<file path="src/rtl/alu_arbiter.sv">
// Two-requester ALU front end: round-robin grant, one-cycle execute, then a held
// response until the consumer accepts it.
module alu_arbiter #(
    parameter int DATA_W = 32
) (
    input  logic              clk,
    input  logic              reset_n,
    input  logic              req0_valid,
    input  logic              req1_valid,
    output logic              req0_ready,
    output logic              req1_ready,
    input  logic [DATA_W-1:0] req0_a,
    input  logic [DATA_W-1:0] req0_b,
    input  logic [DATA_W-1:0] req1_a,
    input  logic [DATA_W-1:0] req1_b,
    input  logic [1:0]        req0_op,
    input  logic [1:0]        req1_op,
    output logic              resp_valid,
    input  logic              resp_ready,
    output logic [DATA_W-1:0] resp_data,
    output logic              resp_carry,
    output logic              resp_id,
    output logic              busy
);

    typedef enum logic [1:0] {IDLE, EXEC, RESP} state_t;

    state_t            state_reg, state_next;
    logic              ptr_reg, ptr_next;
    logic [DATA_W-1:0] a_reg, a_next;
    logic [DATA_W-1:0] b_reg, b_next;
    logic [1:0]        op_reg, op_next;
    logic              id_reg, id_next;
    logic [DATA_W-1:0] data_reg, data_next;
    logic              carry_reg, carry_next;

    logic [1:0]        valid_vec;
    logic [1:0]        grant_vec;
    logic              winner;
    logic              take;
    logic [DATA_W:0]   alu_res;

    assign valid_vec = {req1_valid, req0_valid};
    // Pointer only matters under contention; a lone requester always wins.
    assign winner    = (&valid_vec) ? ptr_reg : valid_vec[1];
    assign take      = (state_reg == IDLE) && reset_n && (|valid_vec);

    genvar gi;
    generate
        for (gi = 0; gi < 2; gi++) begin : g_grant
            assign grant_vec[gi] = take && (winner == 1'(gi));
        end
    endgenerate

    assign req0_ready = grant_vec[0];
    assign req1_ready = grant_vec[1];

    always_comb begin
        alu_res = '0;
        case (op_reg)
            2'b00:   alu_res = {1'b0, a_reg} + {1'b0, b_reg};
            2'b01:   alu_res = {1'b0, a_reg & b_reg};
            2'b10:   alu_res = {2'b00, a_reg[DATA_W-1:1]};
            default: alu_res = {1'b0, a_reg} + (DATA_W+1)'(1);
        endcase
    end

    always_comb begin
        state_next = state_reg;
        ptr_next   = ptr_reg;
        a_next     = a_reg;
        b_next     = b_reg;
        op_next    = op_reg;
        id_next    = id_reg;
        data_next  = data_reg;
        carry_next = carry_reg;
        case (state_reg)
            IDLE: begin
                if (take) begin
                    a_next     = winner ? req1_a  : req0_a;
                    b_next     = winner ? req1_b  : req0_b;
                    op_next    = winner ? req1_op : req0_op;
                    id_next    = winner;
                    ptr_next   = ~winner;
                    state_next = EXEC;
                end
            end
            EXEC: begin
                data_next  = alu_res[DATA_W-1:0];
                carry_next = alu_res[DATA_W];
                state_next = RESP;
            end
            RESP: begin
                if (resp_ready) begin
                    state_next = IDLE;
                end
            end
            default: state_next = IDLE;
        endcase
    end

    always_ff @(posedge clk) begin
        if (!reset_n) begin
            state_reg <= IDLE;
            ptr_reg   <= 1'b0;
            a_reg     <= '0;
            b_reg     <= '0;
            op_reg    <= '0;
            id_reg    <= 1'b0;
            data_reg  <= '0;
            carry_reg <= 1'b0;
        end else begin
            state_reg <= state_next;
            ptr_reg   <= ptr_next;
            a_reg     <= a_next;
            b_reg     <= b_next;
            op_reg    <= op_next;
            id_reg    <= id_next;
            data_reg  <= data_next;
            carry_reg <= carry_next;
        end
    end

    assign resp_valid = (state_reg == RESP);
    assign busy       = (state_reg != IDLE);
    assign resp_data  = data_reg;
    assign resp_carry = carry_reg;
    assign resp_id    = id_reg;

endmodule
</file>
<file path="config.mk">
export PLATFORM = sky130hd
export DESIGN_NAME = alu_arbiter
export DESIGN_NICKNAME = d
export VERILOG_FILES = /design/src/rtl/alu_arbiter.sv
export SDC_FILE = /design/constraint.sdc
export NUM_CORES = 1
export LEC_CHECK = 0
export BUFFER_PORTS_ARGS = -buffer_cell sky130_fd_sc_hd__buf_2
export CAP_MARGIN = 25
export CORE_ASPECT_RATIO = 1.25
export CORE_MARGIN = 2
export CORE_UTILIZATION = 40
export CTS_BUF_LIST = sky130_fd_sc_hd__clkbuf_16
export CTS_CLUSTER_DIAMETER = 30
export DETAILED_ROUTE_END_ITERATION = 8
export HOLD_SLACK_MARGIN = 0.06
export MAX_ROUTING_LAYER = met4
export SYNTH_ARGS = -nofsm -noshare
export SYNTH_HDL_FRONTEND = slang
export SYNTH_SLANG_ARGS = --single-unit
</file>
<file path="constraint.sdc">
create_clock -name clk -period 8.1 [get_ports clk]
set_input_delay 2.43 -clock clk [delete_from_list [all_inputs] [get_ports clk]]
set_output_delay 2.43 -clock clk [all_outputs]
set_load 0.01 [all_outputs]
</file>
==> metrics.csv, run 1 <==
stage,metric,value,unit
status,outcome,completed,
grt,first-pass GRT wire length,31100,microns
sta,skew final,0.00847,ns
sta,Final min period,6.52,ns
cells_and_area,final net count,1115,
clock_network,cts hold-fix bufs,0,
power,Max IR drop VDD,0.0908,mV
sta,"Slew Viols, Final",0,
clock_network,CTS Sinks,103,
clock_network,Clock Tree Buf Depth,2,
placement,# port buffers,174,
yosys,YS warnings,0,
power,Pint,974,uW
yosys,register area share after synthesis,30.6,%
yosys,Syn Area/Cell,8.32,sq um
clock_network,CTS buffer count,9,
worst_setup_path,Most common cell on crit path,buf_2,
grt,largest net degree at the start of global routing,81,
grt,Congestion Overflow GR,0,
detailed_routing,Via Count,6362,
floorplanning,die width,120,microns
clock_network,PostCTS Resize Cnt,0,
worst_setup_path,CP max stage delay,0.45,ns
floorplanning,Rows,53,
floorplanning,starting density of the core,40.4,%
detailed_routing,wire length per cell,16.4,microns
worst_setup_path,Critical Path Fanout Max,59,
power,clock group share of total power,29.9,%
worst_setup_path,Slowest cell on crit path,or3_1,
sta,final worst path period share,80.5,%
power,P_leak,0.00368,uW
grt,vias in the first global route,6243,
clock_network,Root Buffer,clkbuf_16,
yosys,Syn Nets,982,
floorplanning,die height,149,microns
cells_and_area,post-layout util,48.1,%
power,net switching power,498,uW
yosys,ys async rst share,0,%
hold_path,HP Class,reg -> reg,
run,Max-cap violations,0,
detailed_routing,violation count after the first detailed-route iteration,266,
detailed_routing,via/cell ratio,5.45,
clock_network,post-CTS setup buffers,0,
floorplanning,Die Area,17900,sq um
clock_network,Worst-Skew Late Latency,0.36,ns
worst_setup_path,Buf/Inv on CP,5,
sta,fmax,153,MHz
sta,Sum Neg Setup Slack,0,ns
detailed_routing,Final ANT Viol Nets,0,
placement,RePlAce Congestion,0.909,
cells_and_area,fraction of layout cells with a size suffix above 1,23.0,%
sta,RSZ-0062 raised after global routing,no,
placement,DP Wirelength,13800,microns
clock_network,CTS tree,done,
grt,total global-route track usage,22.5,%
power,P per Cell Area,184,nW/um^2
cells_and_area,ant diodes,0,
sta,Max transition margin,36.4,%
worst_setup_path,CP Cell Sequence,"buf_2, buf_4, inv_2, or3_1, inv_4, and2_1, buf_2",
floorplanning,Core ar.,16600,sq um
yosys,"EDFF count, synth",0,
worst_setup_path,critical setup path kind,in -> out,
worst_setup_path,Critical Path Source Type,input pin,
yosys,synthesized area,6730,sq um
grt,antenna violations before repair,0,
sta,worst slew pin tran,0.950,ns
power,switching share of power,33.8,%
yosys,Synth Instances,809,
worst_setup_path,CP endpoint kind,primary output,
detailed_routing,TritonRoute pass-1 iters,4,
power,sequential power share,40.8,%
cells_and_area,Area Overhead vs Synth,19.0,%
yosys,Cell variety after synth,68,
worst_setup_path,Worst Path Arrival,4.09,ns
detailed_routing,DRC violations left,0,
sta,"Hold Vio Cnt, Final",0,
floorplanning,IO Pins,175,
clock_network,H-tree depth,3,
yosys,Main synth FF type,dfxtp_1,
worst_setup_path,Top delay family on crit path,buffers and inverters,
sta,count of final setup violators,0,
yosys,Yosys reg bits,103,
clock_network,Clock transition at path regs,0.07,ns
detailed_routing,WL final,19200,microns
power,combinational power share,29.3,%
worst_setup_path,critical path required time,5.67,ns
through the flow:
step                      instances  power, uW  setup WS, ns  hold slack [ns]  area (sq um)
after CTS                      1167       1490          1.54            0.468          8010
after global routing           1167       1560          1.42            0.496          8010
after global placement         1150       1040          1.56            0.447          7690
after detailed placement       1151       1050          1.54            0.456          7720
after floorplan                 809        907          1.89            0.476          6730
final                          1167       1470          1.58            0.470          8010
power by group through the flow:
stage	Sequential (uW)	Clock [uW]	Combinational [uW]
6_report	601	440	431
5_1_grt	609	468	484
3_5_place_dp	613	0	432
2_1_floorplan	607	0	300
4_1_cts	602	449	435
3_3_place_gp	613	0	424
synth_stat cells, types with 3 or more instances:
library cell | number | area share, %
a211oi_1 | 72 | 8.0
a21o_1 | 15 | 1.7
a21oi_1 | 60 | 4.5
a31oi_1 | 7 | 0.65
a32o_1 | 14 | 2.1
a32oi_1 | 11 | 1.4
and2_1 | 34 | 3.2
and3_1 | 3 | 0.28
and4_1 | 4 | 0.52
buf_1 | 4 | 0.22
buf_2 | 15 | 1.1
clkbuf_1 | 41 | 2.3
dfxtp_1 | 103 | 31
ha_1 | 35 | 6.5
inv_1 | 8 | 0.45
mux2i_1 | 68 | 10
nand2_1 | 55 | 3.1
nand2b_1 | 6 | 0.56
nand3_1 | 12 | 0.89
nand4_1 | 6 | 0.56
nor2_1 | 95 | 5.3
nor2b_1 | 6 | 0.56
nor3_1 | 6 | 0.45
o211ai_1 | 10 | 1.1
o21ai_0 | 34 | 2.5
o21ai_1 | 4 | 0.30
o21bai_1 | 4 | 0.45
o221ai_1 | 6 | 0.78
xnor2_1 | 14 | 1.8
xor2_1 | 8 | 1.0
cell type report:
cell class | count | area (sq um)
flip-flops and latches | 103 | 2060
inverters | 10 | 40.0
clock inverters | 7 | 63.8
fillers | 1713 | 8640
repair buffers | 185 | 973
well taps | 220 | 275
clock buffers | 9 | 225
multi-input cells | 633 | 4370
cell families (layout without fill, tap and decap cells):
logic type | count (synthesis) | after routing | share of synthesized area [%]
compound gates | 269 | 269 | 28.3
xor+xnor | 22 | 22 | 2.86
fa+ha+maj | 36 | 36 | 6.80
buf+inv | 73 | 211 | 4.68
flops | 103 | 103 | 30.6
mux | 68 | 68 | 10.1
simple gates | 238 | 238 | 16.6
path summary, 6_finish.rpt:
| kind | endpoint | start | slack [ns] | cells after the start |
|---|---|---|---|---|
| hold / removal | resp_data[25]$_SDFFE_PN0N_ | resp_data[25]$_SDFFE_PN0N_ | 0.47 | 2 |
| hold reg to reg | resp_data[25]$_SDFFE_PN0N_ | resp_data[25]$_SDFFE_PN0N_ | 0.47 | 2 |
| setup / recovery | req0_ready | reset_n | 1.58 | 7 |
| setup reg to reg | resp_data[26]$_SDFFE_PN0N_ | op_reg[1]$_SDFFE_PN0P_ | 4.68 | 13 |
routing by layer:
layer / GRT usage [%] / vias to the layer above / part of all wire [%]
met4: 7.88 / 0 / 1.8
li1: - / 3290 / -
met5: - / - / 0
met3: 3.06 / 19 / 4.1
met2: 41.6 / 129 / 52
met1: 24.5 / 2924 / 42
worst register-to-register path: stages, from the launching register on:
cell	delay, ns
dfxtp_1	0.40
inv_1	0.08
ha_1	0.33
buf_16	0.23
and2_1	0.17
ha_1	0.35
a21oi_1	0.18
o211ai_1	0.15
a221oi_2	0.35
a31oi_2	0.17
o31a_2	0.40
a31oi_4	0.21
xor2_1	0.20
o21ai_1	0.08
cell usage in the layout (no fill, tap or decap), types with 7 or more instances in the layout:
cell,n
a211oi_1,72
ha_1,35
a21o_1,15
nand3_1,12
xor2_1,8
inv_1,9
buf_2,174
a21oi_1,60
dfxtp_1,103
a32o_1,14
a32oi_1,11
o21ai_0,34
o211ai_1,10
and2_1,34
buf_4,10
nor2_1,95
a31oi_1,7
nand2_1,55
mux2i_1,68
xnor2_1,14
clkbuf_16,9
(Power assumes the default switching activity.)
==> run 2, diff against run 1 <==
- PLACE_DENSITY: default -> 0.66
- clock period: 8.1 -> 5.5 ns (I/O delays scaled with it)
==> run 2 against run 1 <==
Non-clock buffer count grew 3. Die area is the same. Flip-flop and latch count stayed put. Cell count increased by 0.26%. Sequential power up 47%. Design area decreased by 0.27%. Critical path depth down 2. Via count rose by 1.7%. Global-route usage decreased by 0.38 points. Core utilization fell by 0.13 points. Sequential share of layout area rose by 0.069 points. Routed wire length is 0.30% lower. Highest routed layer unchanged.
==> metrics.csv, run 2 (synthesized netlist as in run 1, its figures left out) <==
stage,metric,value,unit
status,outcome,completed,
worst_setup_path,Critical Path Fanout Max,3,
worst_setup_path,Slowest cell on crit path,or3_1,
clock_network,PostCTS Resize Cnt,0,
detailed_routing,DRC violations left,0,
grt,Congestion Overflow GR,0,
worst_setup_path,Critical Path Source Type,input pin,
cells_and_area,"commonest cells after routing, fill and taps aside","buf_2 (174), dfxtp_1 (103), nor2_1 (95)",
clock_network,CTS Sinks,103,
cells_and_area,Area Overhead vs Synth,18.6,%
worst_setup_path,R2R depth,13,
hold_path,Hold Path Stages,2,
sta,"Hold Vio Cnt, Final",0,
floorplanning,Die Area,17900,sq um
sta,fmax,234,MHz
sta,RSZ-0062 raised after global routing,no,
worst_setup_path,critical setup path kind,in -> out,
placement,# port buffers,174,
worst_setup_path,CP endpoint kind,primary output,
grt,GR Layer Usage met1,25.4,%
sta,skew final,0.00789,ns
grt,global route hottest layer,met2,
floorplanning,starting density of the core,40.4,%
grt,largest net degree at the start of global routing,81,
grt,first-pass GRT wire length,30900,microns
sta,Sum Neg Setup Slack,0,ns
placement,RePlAce Congestion,0.938,
clock_network,H-tree depth,3,
power,P_leak,0.00369,uW
sta,count of final setup violators,0,
cells_and_area,ant diodes,0,
grt,vias in the first global route,6319,
worst_setup_path,critical path required time,3.85,ns
cells_and_area,final net count,1118,
hold_path,HP Class,reg -> reg,
power,Max IR drop VDD,0.136,mV
clock_network,Clock Tree Buf Depth,2,
floorplanning,Core ar.,16600,sq um
worst_setup_path,CP max stage delay,0.44,ns
clock_network,CTS tree,done,
sta,worst slew pin tran,0.902,ns
power,P per Cell Area,263,nW/um^2
placement,DP Wirelength,13800,microns
sta,Max transition margin,39.9,%
grt,routing usage on met3,3.48,%
floorplanning,Rows,53,
cells_and_area,area of the multi-input gates,4370,sq um
detailed_routing,WL final,19100,microns
floorplanning,IO Pins,175,
detailed_routing,TritonRoute pass-1 iters,5,
detailed_routing,via/cell ratio,5.53,
floorplanning,die height,149,microns
grt,grt met2 use,38.9,%
run,Max-cap violations,0,
clock_network,CTS buffer count,9,
cells_and_area,fillcell total,1709,
sta,"Slew Viols, Final",0,
detailed_routing,wire length per cell,16.3,microns
sta,Final min period,4.27,ns
cells_and_area,fraction of layout cells with a size suffix above 1,23.3,%
detailed_routing,Final ANT Viol Nets,0,
grt,total global-route track usage,22.2,%
clock_network,Worst-Skew Late Latency,0.36,ns
floorplanning,die width,120,microns
worst_setup_path,CP Cell Sequence,"buf_2, inv_2, or3_1, nor2_1, buf_2",
detailed_routing,Via Count,6467,
grt,antenna violations before repair,0,
detailed_routing,violation count after the first detailed-route iteration,316,
clock_network,Clock transition at path regs,0.07,ns
worst_setup_path,Worst Path Arrival,2.62,ns
cells_and_area,"most common cell after layout, fill and taps aside",buf_2,
clock_network,post-CTS setup buffers,0,
sta,final worst path period share,77.6,%
clock_network,Root Buffer,clkbuf_16,
worst_setup_path,Most common cell on crit path,buf_2,
clock_network,cts hold-fix bufs,0,
cells_and_area,post-layout util,48.0,%
cells_and_area,Sequential cell area,2060,sq um
run 2: worst paths after layout:
check / from / slack, ns / endpoint
worst min-delay path: resp_data[25]$_SDFFE_PN0N_ / 0.47 / resp_data[25]$_SDFFE_PN0N_
worst min register to register: resp_data[25]$_SDFFE_PN0N_ / 0.47 / resp_data[25]$_SDFFE_PN0N_
worst max-delay path: reset_n / 1.23 / req1_ready
worst max register to register: op_reg[0]$_SDFFE_PN0P_ / 2.11 / resp_data[24]$_SDFFE_PN0N_
run 2: power breakdown:
part	internal (uW)	switching (uW)
combinational	262	375
clock	300	284
sequential	822	61.6
total	1380	720
run 2: cell type report:
type / count / area share (%)
clock buffers: 9 / 2.82
clock inverters: 7 / 0.407
inverters: 10 / 0.501
multi-input cells: 633 / 54.7
flip-flops and latches: 103 / 25.8
well taps: 220 / 3.45
repair buffers: 188 / 12.3
run 2: worst max-delay path, delay by kind of cell:
kind / cells / cell delay (ns)
buffers and inverters: 3 / 0.33
and+or+nand+nor: 2 / 0.63
run 2: per-stage QoR:
step / power [uW] / setup slack, ns / hold slack (ns) / cells / cell area [sq um]
floorplan: 1340 / 0.850 / 0.476 / 809 / 6730
global placement: 1530 / 1.22 / 0.442 / 1153 / 7710
detailed placement: 1530 / 1.21 / 0.454 / 1153 / 7710
CTS: 2120 / 1.21 / 0.468 / 1169 / 7970
global route: 2240 / 1.13 / 0.508 / 1170 / 7990
finish: 2100 / 1.23 / 0.465 / 1170 / 7990
run 2: layer usage:
metal  wire (microns)  vias up  part of all wire [%]
met4              434        0                   2.3
met1             8290     2986                    43
met3              863       30                   4.5
met2             9530      157                    50
met5                0        -                     0
li1                 -     3294                     -
==> run 3, diff against run 2 <==
- clock period: 5.5 -> 3.45 ns (I/O delays scaled with it)
==> run 3 against run 2 <==
Routed wire length down 0.26%. Design area increased by 0.74%. Highest routed layer unchanged. Cell count is the same. Global-route usage rose by 0.18 points. Register-to-register slack lost 1.8 ns. Clock skew down 0.0014 ns.
==> metrics.csv, run 3 (synthesized netlist as in run 1, its figures left out) <==
stage,metric,value,unit
status,outcome,completed,
hold_path,HP Class,reg -> reg,
power,Max IR drop VDD,0.243,mV
clock_network,cts hold-fix bufs,0,
cells_and_area,ant diodes,0,
power,P_leak,0.00369,uW
sta,final worst path period share,91.0,%
detailed_routing,Via Count,6456,
clock_network,H-tree depth,3,
placement,placed inst area,7740,sq um
worst_setup_path,R2R Setup Slk,0.31,ns
worst_setup_path,worst r2r src,op_reg[0]$_SDFFE_PN0P_,
detailed_routing,Final ANT Viol Nets,0,
sta,"Slew Viols, Final",0,
cells_and_area,Final Instance Area,8040,sq um
cells_and_area,"most common cell after layout, fill and taps aside",buf_2,
floorplanning,Rows,53,
worst_setup_path,R2R depth,13,
sta,skew final,0.00644,ns
floorplanning,Die Area,17900,sq um
cells_and_area,fraction of layout cells with a size suffix above 1,23.5,%
cells_and_area,area of the multi-input gates,4370,sq um
hold_path,Worst Hold Launch,resp_data[25]$_SDFFE_PN0N_,
clock_network,Worst-Skew Late Latency,0.36,ns
sta,Final WS setup,0.309,ns
sta,Max transition margin,35.7,%
cells_and_area,fin cells,1170,
grt,antenna violations before repair,0,
clock_network,Clock Tree Buf Depth,2,
placement,total placed cells including tap cells,1154,
placement,RePlAce Congestion,0.932,
worst_setup_path,Critical Path Fanout Max,15,
cells_and_area,Sequential cell area,2060,sq um
grt,largest net degree at the start of global routing,135,
grt,first-pass GRT wire length,31300,microns
floorplanning,die height,149,microns
cells_and_area,final net count,1118,
sta,count of final setup violators,0,
hold_path,Hold Path Stages,2,
worst_setup_path,critical setup path kind,reg -> reg,
run,Max-cap violations,0,
worst_setup_path,Critical Path Source Type,register,
cells_and_area,"commonest cells after routing, fill and taps aside","buf_2 (174), dfxtp_1 (103), nor2_1 (95)",
sta,"Hold Vio Cnt, Final",0,
sta,worst slew pin tran,0.964,ns
cells_and_area,Area Overhead vs Synth,19.5,%
placement,# port buffers,174,
worst_setup_path,Worst R2R End,resp_data[30]$_SDFFE_PN0N_,
grt,vias in the first global route,6308,
floorplanning,starting density of the core,40.4,%
power,P per Cell Area,432,nW/um^2
clock_network,Clock transition at path regs,0.07,ns
clock_network,CTS tree,done,
clock_network,Root Buffer,clkbuf_16,
floorplanning,Core ar.,16600,sq um
detailed_routing,TritonRoute pass-1 iters,4,
hold_path,hold worst-path end,resp_data[25]$_SDFFE_PN0N_,
clock_network,post-CTS setup buffers,0,
clock_network,CTS Sinks,103,
clock_network,PostCTS Resize Cnt,0,
sta,Sum Neg Setup Slack,0,ns
detailed_routing,DRC violations left,0,
worst_setup_path,CP endpoint kind,register,
cells_and_area,fillcell total,1697,
placement,DP Wirelength,14000,microns
floorplanning,IO Pins,175,
grt,total global-route track usage,22.3,%
worst_setup_path,critical path required time,3.69,ns
sta,RSZ-0062 raised after global routing,no,
detailed_routing,via/cell ratio,5.52,
sta,fmax,318,MHz
worst_setup_path,Worst Path Arrival,3.39,ns
grt,Congestion Overflow GR,0,
detailed_routing,wire length per cell,16.3,microns
floorplanning,die width,120,microns
clock_network,CTS buffer count,9,
cells_and_area,post-layout util,48.3,%
sta,Final min period,3.14,ns
detailed_routing,WL final,19100,microns
placement,Setup WS pre-CTS,0.310,ns
detailed_routing,violation count after the first detailed-route iteration,329,
==> run 3: power breakdown <==
group	internal, uW	switching [uW]
logic	424	596
clock network	562	481
registers	1310	103
total	2300	1180
==> run 3: cell type report <==
type                            instances  share of cell area (%)
Clock inverter                          7                   0.918
Inverter                               10                   0.498
Timing Repair Buffer                  188                    12.4
Sequential cell                       103                    25.6
Multi-Input combinational cell        633                    54.3
Tap cell                              220                    3.42
Clock buffer                            9                    2.80
==> run 3: metrics by stage <==
stage                     hold slack (ns)  total power [uW]
after floorplan                     0.476              2130
after global placement              0.442              2450
after detailed placement            0.447              2460
after CTS                           0.458              3510
after global routing                0.477              3680
final                               0.460              3480
==> run 3: worst max path at each step <==
| stage | startpoint | end | slack (ns) |
|---|---|---|---|
| 6_report | op_reg[0]$_SDFFE_PN0P_ | resp_data[30]$_SDFFE_PN0N_ | 0.31 |
| 4_1_cts | reset_n | req1_ready | 0.30 |
| 5_1_grt | op_reg[0]$_SDFFE_PN0P_ | resp_data[30]$_SDFFE_PN0N_ | 0.07 |
| 3_5_place_dp | reset_n | req1_ready | 0.31 |
| 2_1_floorplan | reset_n | req0_ready | 0.03 |
| 3_3_place_gp | reset_n | req1_ready | 0.31 |
==> run 3: metal layers <==
metal / share of wire (%) / track usage [%] / vias up
li1: - / - / 3295
met1: 44 / 26.1 / 2999
met2: 51 / 39.1 / 128
met3: 3.3 / 2.87 / 34
met4: 2.4 / 8.00 / 0
met5: 0 / - / -
==> run 3: worst max-delay path, stage by stage (launching register included) <==
cell and delay (ns):
dfxtp_1 0.36, inv_1 0.07, ha_1 0.21, buf_4 0.19, and2_1 0.17, ha_1 0.35
a21oi_2 0.20, o211ai_1 0.14, a221oi_2 0.31, a31oi_2 0.17, o31a_2 0.39, a31oi_4 0.22
and3_1 0.20, nor3_2 0.04
